### config.mk
export PLATFORM = sky130hd
export DESIGN_NAME = fa_ramp_ctrl
export DESIGN_NICKNAME = d
export VERILOG_FILES = /design/src/rtl/fa_ramp_ctrl.sv
export SDC_FILE = /design/constraint.sdc
export NUM_CORES = 1
export LEC_CHECK = 0
export BUFFER_PORTS_ARGS = -buffer_cell sky130_fd_sc_hd__buf_4
export CORE_MARGIN = 2
export CORE_UTILIZATION = 30
export CTS_BUF_LIST = sky130_fd_sc_hd__clkbuf_8
export DETAILED_ROUTE_END_ITERATION = 10
export GPL_ROUTABILITY_DRIVEN = 0
export PLACE_DENSITY = 0.5
export SLEW_MARGIN = 20
export SYNTH_ARGS = -nofsm -noshare
export SYNTH_HDL_FRONTEND = slang
export SYNTH_SLANG_ARGS = --single-unit
### constraint.sdc
create_clock -name clk -period 4.75 [get_ports clk]
set_input_delay 0.7125 -clock clk [delete_from_list [all_inputs] [get_ports clk]]
set_output_delay 0.7125 -clock clk [all_outputs]
set_load 0.02 [all_outputs]
### src/rtl/fa_ramp_ctrl.sv
// fa_ramp_ctrl: F/A setpoint stepper with saturation, step hold-off,
// stop request and automatic amplitude decay down to STOPPED.
//
// Ports:
//   clk      - clock, all state updates on the falling edge
//   reset    - asynchronous, active-high
//   f_up     - request F+1
//   f_down   - request F-1
//   a_up     - request A+1
//   a_down   - request A-1
//   stop     - force F to 0, then let A decay
//   F, A     - registered setpoints
//   F0, A0   - F == 0, A == 0 (combinational)
//   hold     - hold-off active, commands ignored
//   stopped  - high in STOPPED
//   evt      - one-edge pulse when F or A changed
module fa_ramp_ctrl #(
    parameter int W         = 3,
    parameter int F_MAX     = 7,
    parameter int A_MAX     = 7,
    parameter int F_INIT    = 5,
    parameter int A_INIT    = 5,
    parameter int HOLD      = 4,
    parameter int DECAY_DIV = 8
) (
    input  logic         clk,
    input  logic         reset,
    input  logic         f_up,
    input  logic         f_down,
    input  logic         a_up,
    input  logic         a_down,
    input  logic         stop,
    output logic [W-1:0] F,
    output logic [W-1:0] A,
    output logic         F0,
    output logic         A0,
    output logic         hold,
    output logic         stopped,
    output logic         evt
);

    localparam int HW = (HOLD > 0) ? $clog2(HOLD + 1) : 1;
    localparam int DW = (DECAY_DIV > 1) ? $clog2(DECAY_DIV) : 1;

    localparam logic [W-1:0]  FMAX  = W'(F_MAX);
    localparam logic [W-1:0]  AMAX  = W'(A_MAX);
    localparam logic [W-1:0]  FRST  = W'(F_INIT);
    localparam logic [W-1:0]  ARST  = W'(A_INIT);
    localparam logic [W-1:0]  ONE   = W'(1);
    localparam logic [HW-1:0] HLOAD = HW'(HOLD);
    localparam logic [DW-1:0] DLOAD = DW'(DECAY_DIV - 1);

    typedef enum logic [1:0] {
        RUN,
        DECAY,
        STOPPED
    } state_t;

    state_t        state;
    state_t        state_nxt;
    logic [W-1:0]  f_nxt;
    logic [W-1:0]  a_nxt;
    logic [HW-1:0] hcnt;
    logic [HW-1:0] hcnt_nxt;
    logic [DW-1:0] dcnt;
    logic [DW-1:0] dcnt_nxt;
    logic          evt_nxt;

    logic f_inc;
    logic f_dec;
    logic a_inc;
    logic a_dec;
    logic step;

    // Opposite requests on the same axis cancel each other.
    assign f_inc = f_up & ~f_down;
    assign f_dec = f_down & ~f_up;
    assign a_inc = a_up & ~a_down;
    assign a_dec = a_down & ~a_up;
    assign step  = f_inc | f_dec | a_inc | a_dec;

    assign F0      = (F == '0);
    assign A0      = (A == '0);
    assign hold    = (hcnt != '0);
    assign stopped = (state == STOPPED);

    always_comb begin
        state_nxt = state;
        f_nxt     = F;
        a_nxt     = A;
        dcnt_nxt  = dcnt;
        hcnt_nxt  = hcnt;
        if (hcnt != '0) begin
            hcnt_nxt = hcnt - HW'(1);
        end

        unique case (state)
            RUN: begin
                // Primed so the first decrement lands
                // DECAY_DIV edges after entering DECAY.
                dcnt_nxt = DLOAD;
                if (stop) begin
                    f_nxt = '0;
                    if (A != '0) begin
                        state_nxt = DECAY;
                    end else begin
                        state_nxt = STOPPED;
                    end
                end else if (!hold && step) begin
                    hcnt_nxt = HLOAD;
                    if (f_inc && F != FMAX && F != '0) begin
                        f_nxt = F + ONE;
                    end
                    if (f_dec && F != '0) begin
                        f_nxt = F - ONE;
                    end
                    if (a_inc && A != AMAX) begin
                        a_nxt = A + ONE;
                    end
                    if (a_dec && A != '0) begin
                        a_nxt = A - ONE;
                    end
                    if (f_nxt == '0) begin
                        if (a_nxt != '0) begin
                            state_nxt = DECAY;
                        end else begin
                            state_nxt = STOPPED;
                        end
                    end
                end
            end
            DECAY: begin
                f_nxt = '0;
                if (dcnt == '0) begin
                    dcnt_nxt = DLOAD;
                    if (A != '0) begin
                        a_nxt = A - ONE;
                    end
                    if (a_nxt == '0) begin
                        state_nxt = STOPPED;
                    end
                end else begin
                    dcnt_nxt = dcnt - DW'(1);
                end
            end
            STOPPED: begin
                f_nxt = '0;
                a_nxt = '0;
            end
            default: begin
                state_nxt = STOPPED;
                f_nxt     = '0;
                a_nxt     = '0;
            end
        endcase

        evt_nxt = (f_nxt != F) || (a_nxt != A);
    end

    always_ff @(negedge clk or posedge reset) begin
        if (reset) begin
            state <= RUN;
            F     <= FRST;
            A     <= ARST;
            hcnt  <= '0;
            dcnt  <= DLOAD;
            evt   <= 1'b0;
        end else begin
            state <= state_nxt;
            F     <= f_nxt;
            A     <= a_nxt;
            hcnt  <= hcnt_nxt;
            dcnt  <= dcnt_nxt;
            evt   <= evt_nxt;
        end
    end

endmodule

==> metrics.yaml <==
logic_synthesis:
  synth_common_cells: "inv_1 (17), ha_1 (14), nor2_1 (13), a21oi_1 (9), dfrtn_1 (8)"
  synth_area_per_cell_um2: 8.668
  synth_cell_types: 55
  synth_warnings: 0
  netlist.area_leader.share_pct: 13.91
  synth_area_leaders: "dfrtn_1 (14%), dfstp_2 (13%), ha_1 (12%)"
  ys.flop_type: "dfrtn_1"
  synth_edf_count: 0
  synth.most_common_cell: "inv_1"
  synth_nets: 187
  synthCells: 166
  async_flop_share_pct: 100.0
  synth_top_area_cell: "dfrtn_1"
  ys_ff_latch: 15
  ys_seq_area_share_pct: 26.70
  synth_area_um2: 1439
cells_and_area:
  n_antenna_cell: 0
  fin_nets: 215
  final_cells: 247
  fillers: 489
  syn_to_final_growth_pct: 18.96
  drive_gt1_share_pct: 21.76
  final_util_pct: 36.72
  multi_input_area_um2: 944.7
  seqCellArea_um2: 384.1
hold_path:
  hold_path_depth: 2
  hold_start: "hcnt[0]$_DFF_NP0_"
  hp-class: "reg2reg"
floorplanning:
  pin_count: 18
  start_util_pct: 30.87
  die_h_um: 73.26
  placementRows: 25
  core_area_um2: 4661
  die_w_um: 73.26
  fp.dieArea_um2: 5366
timing:
  fin_skew_ns: 0.05582
  setup-violations-final: 0
  maxSlewHeadroom_pct: 61.68
  fin_tns_setup_ns: 0
  timing.hold.ws_ns: 0.4927
  worst_slew_pin_slew_ns: 0.5742
  finalHoldViolations: 0
  drv_slew: 0
  rsz0062_at_grt: "no"
global_routing:
  antenna_found_initial: 0
  grt_max_degree: 16
  grt_pass1_wl_mm: 6.044
  gr-total-overflow: 0
  grt_pass1_vias: 1282
  grt_use_total_pct: 14.56
placement:
  dpl.hpwl_mm: 2.870
  portBuffers: 17
  dp_cells: 235
power_and_ir_drop:
  total_leakage_power_nw: 0.7798
  sw_frac_of_total_pct: 26.98
  ir_worst_vdd_uv: 89.25
  p_comb_share_pct: 10.1
  power_density_nw_per_um2: 164.8
  pwr-share-clk_pct: 44.2
  seqPwrFrac_pct: 45.7
  p_int_w: 0.0002059
  p_sw_w: 0.00007609
critical_path:
  reg2reg_slack_ns: 2.29
  worst_setup_path_start_kind: "flip-flop"
  slowest_stage: "dfstp_2"
  r2r_end: "state[0]$_DFFE_NP0P_"
  endpoint_kind: "output pin"
  reg2reg_from: "A[0]$_DFF_NP1_"
  critPathTopFamily: "flip-flops"
  worstSetupEndpoint: "A0"
  cp.depth: 5
  crit_start: "A[0]$_DFF_NP1_"
  timing.critical_path.buf_inv: 3
  worst-path-max-fanout: 6
  r2r_cells: 8
  cp.arrival_ns: 3.94
  critPathKind: "reg2out"
  slowest_delay_ns: 0.58
  crit_required_ns: 4.04
  crit_chain: "inv_1 > ha_1 > nand2b_1 > inv_2 > buf_4"
cts:
  tritoncts: "built"
  htreeDepth: 1
  cts.sinks: 15
  hold_buffers: 0
  cts-root-buf: "clkbuf_8"
  cts_buffers: 3
  clkSlewWorstSetupHoldPaths_ns: 0.04
  insertion_delay_ns: 0.32
  ctsLongestPathBuffers: 2
drt:
  route.detailed.drc: 0
  drtPass1Iterations: 4
  vias_per_cell: 5.425
  ant_nets: 0
  wl_mm: 3.674
  drt_iter0_markers: 76
  num_vias: 1340
  wl_per_cell_um: 14.87
job:
  drv_cap: 0
outcome:
  status: "finished, final reports clean"
## repair_timing
item                                   CTS  global route
buffers inserted                         0             2
endpoints found under the hold margin    0             0
resized for setup                        0             1
setup endpoints to repair                0             2
## sequential cells by signal (all words and copies together), names as in the netlist
| name | cells |
|---|---|
| evt | 1 |
| dcnt | 3 |
| hcnt | 3 |
| F | 3 |
| state | 2 |
| A | 3 |
## placed cells by master (no fill, tap or decap), types with 3 or more instances in the layout
master	count
nor3_1	6
xnor2_1	5
nand2_1	6
a21oi_1	9
dfstp_2	7
nor2b_1	7
nand2b_1	4
dfrtn_1	8
inv_1	24
o21ai_0	5
ha_1	14
buf_4	24
a211oi_1	3
nor3b_1	3
nand3_1	4
nor2_1	13
clkbuf_8	3
mux2i_1	4
## how the worst min path moves through the flow
stage / endpoint
2_1_floorplan: hcnt[0]$_DFF_NP0_
3_3_place_gp: hcnt[0]$_DFF_NP0_
3_5_place_dp: dcnt[1]$_DFFE_NP1P_
4_1_cts: dcnt[1]$_DFFE_NP1P_
5_1_grt: hcnt[0]$_DFF_NP0_
6_report: hcnt[0]$_DFF_NP0_
## worst min-delay path: stages (launching register included)
cell and delay [ns]:
dfrtn_1 0.35, xnor2_1 0.13, nor2_1 0.09
## cell families (layout without fill, tap and decap cells)
| family | count (synthesis) | count (layout) | share of synthesized area, % |
|---|---|---|---|
| xor gates and xnor gates | 5 | 5 | 3.043 |
| and+or+nand+nor | 57 | 57 | 22.35 |
| muxes | 4 | 4 | 2.783 |
| AOI/OAI and AO/OA | 46 | 46 | 24.78 |
| DFF | 15 | 15 | 26.70 |
| buffers and inverters | 25 | 52 | 8.174 |
| adders and majority gates | 14 | 14 | 12.17 |
## power groups by stage
stage	combinational, W	sequential, W	clock [W]
final	0.0000285	0.000129	0.000125
after global routing	0.0000312	0.000129	0.000144
after CTS	0.0000285	0.000129	0.000130
after detailed placement	0.0000283	0.000130	0.0000104
after global placement	0.0000278	0.000130	0.0000104
after floorplan	0.0000190	0.000130	0.0000104
## metrics by stage
stage / total power [W] / instance area (µm²) / setup slack [ns]
after floorplan: 0.0001599 / 1439 / 0.3466
after global placement: 0.0001687 / 1622 / 0.09973
after detailed placement: 0.0001692 / 1622 / 0.06863
after CTS: 0.0002876 / 1689 / 0.03081
after global routing: 0.0003037 / 1712 / 0.01194
final: 0.0002820 / 1712 / 0.09253
## routing by layer
layer / wire, µm / up-vias / global-route usage, % / part of all wire [%]
met3: 148 / 4 / 3.841 / 4.0
li1: - / 659 / - / -
met1: 1732 / 646 / 19.46 / 47
met5: 0 / - / 0 / 0
met2: 1769 / 31 / 23.82 / 48
met4: 23 / 0 / 2.675 / 0.63
## layout make-up
class	instances	area share [%]
clock buffers	3	2.412
clock inverters	8	1.754
inverters	17	3.728
multi-input cells	126	55.19
flip-flops and latches	15	22.44
well taps	54	3.947
repair buffers	24	10.53
No activity file was read; power rests on OpenSTA's default activity.
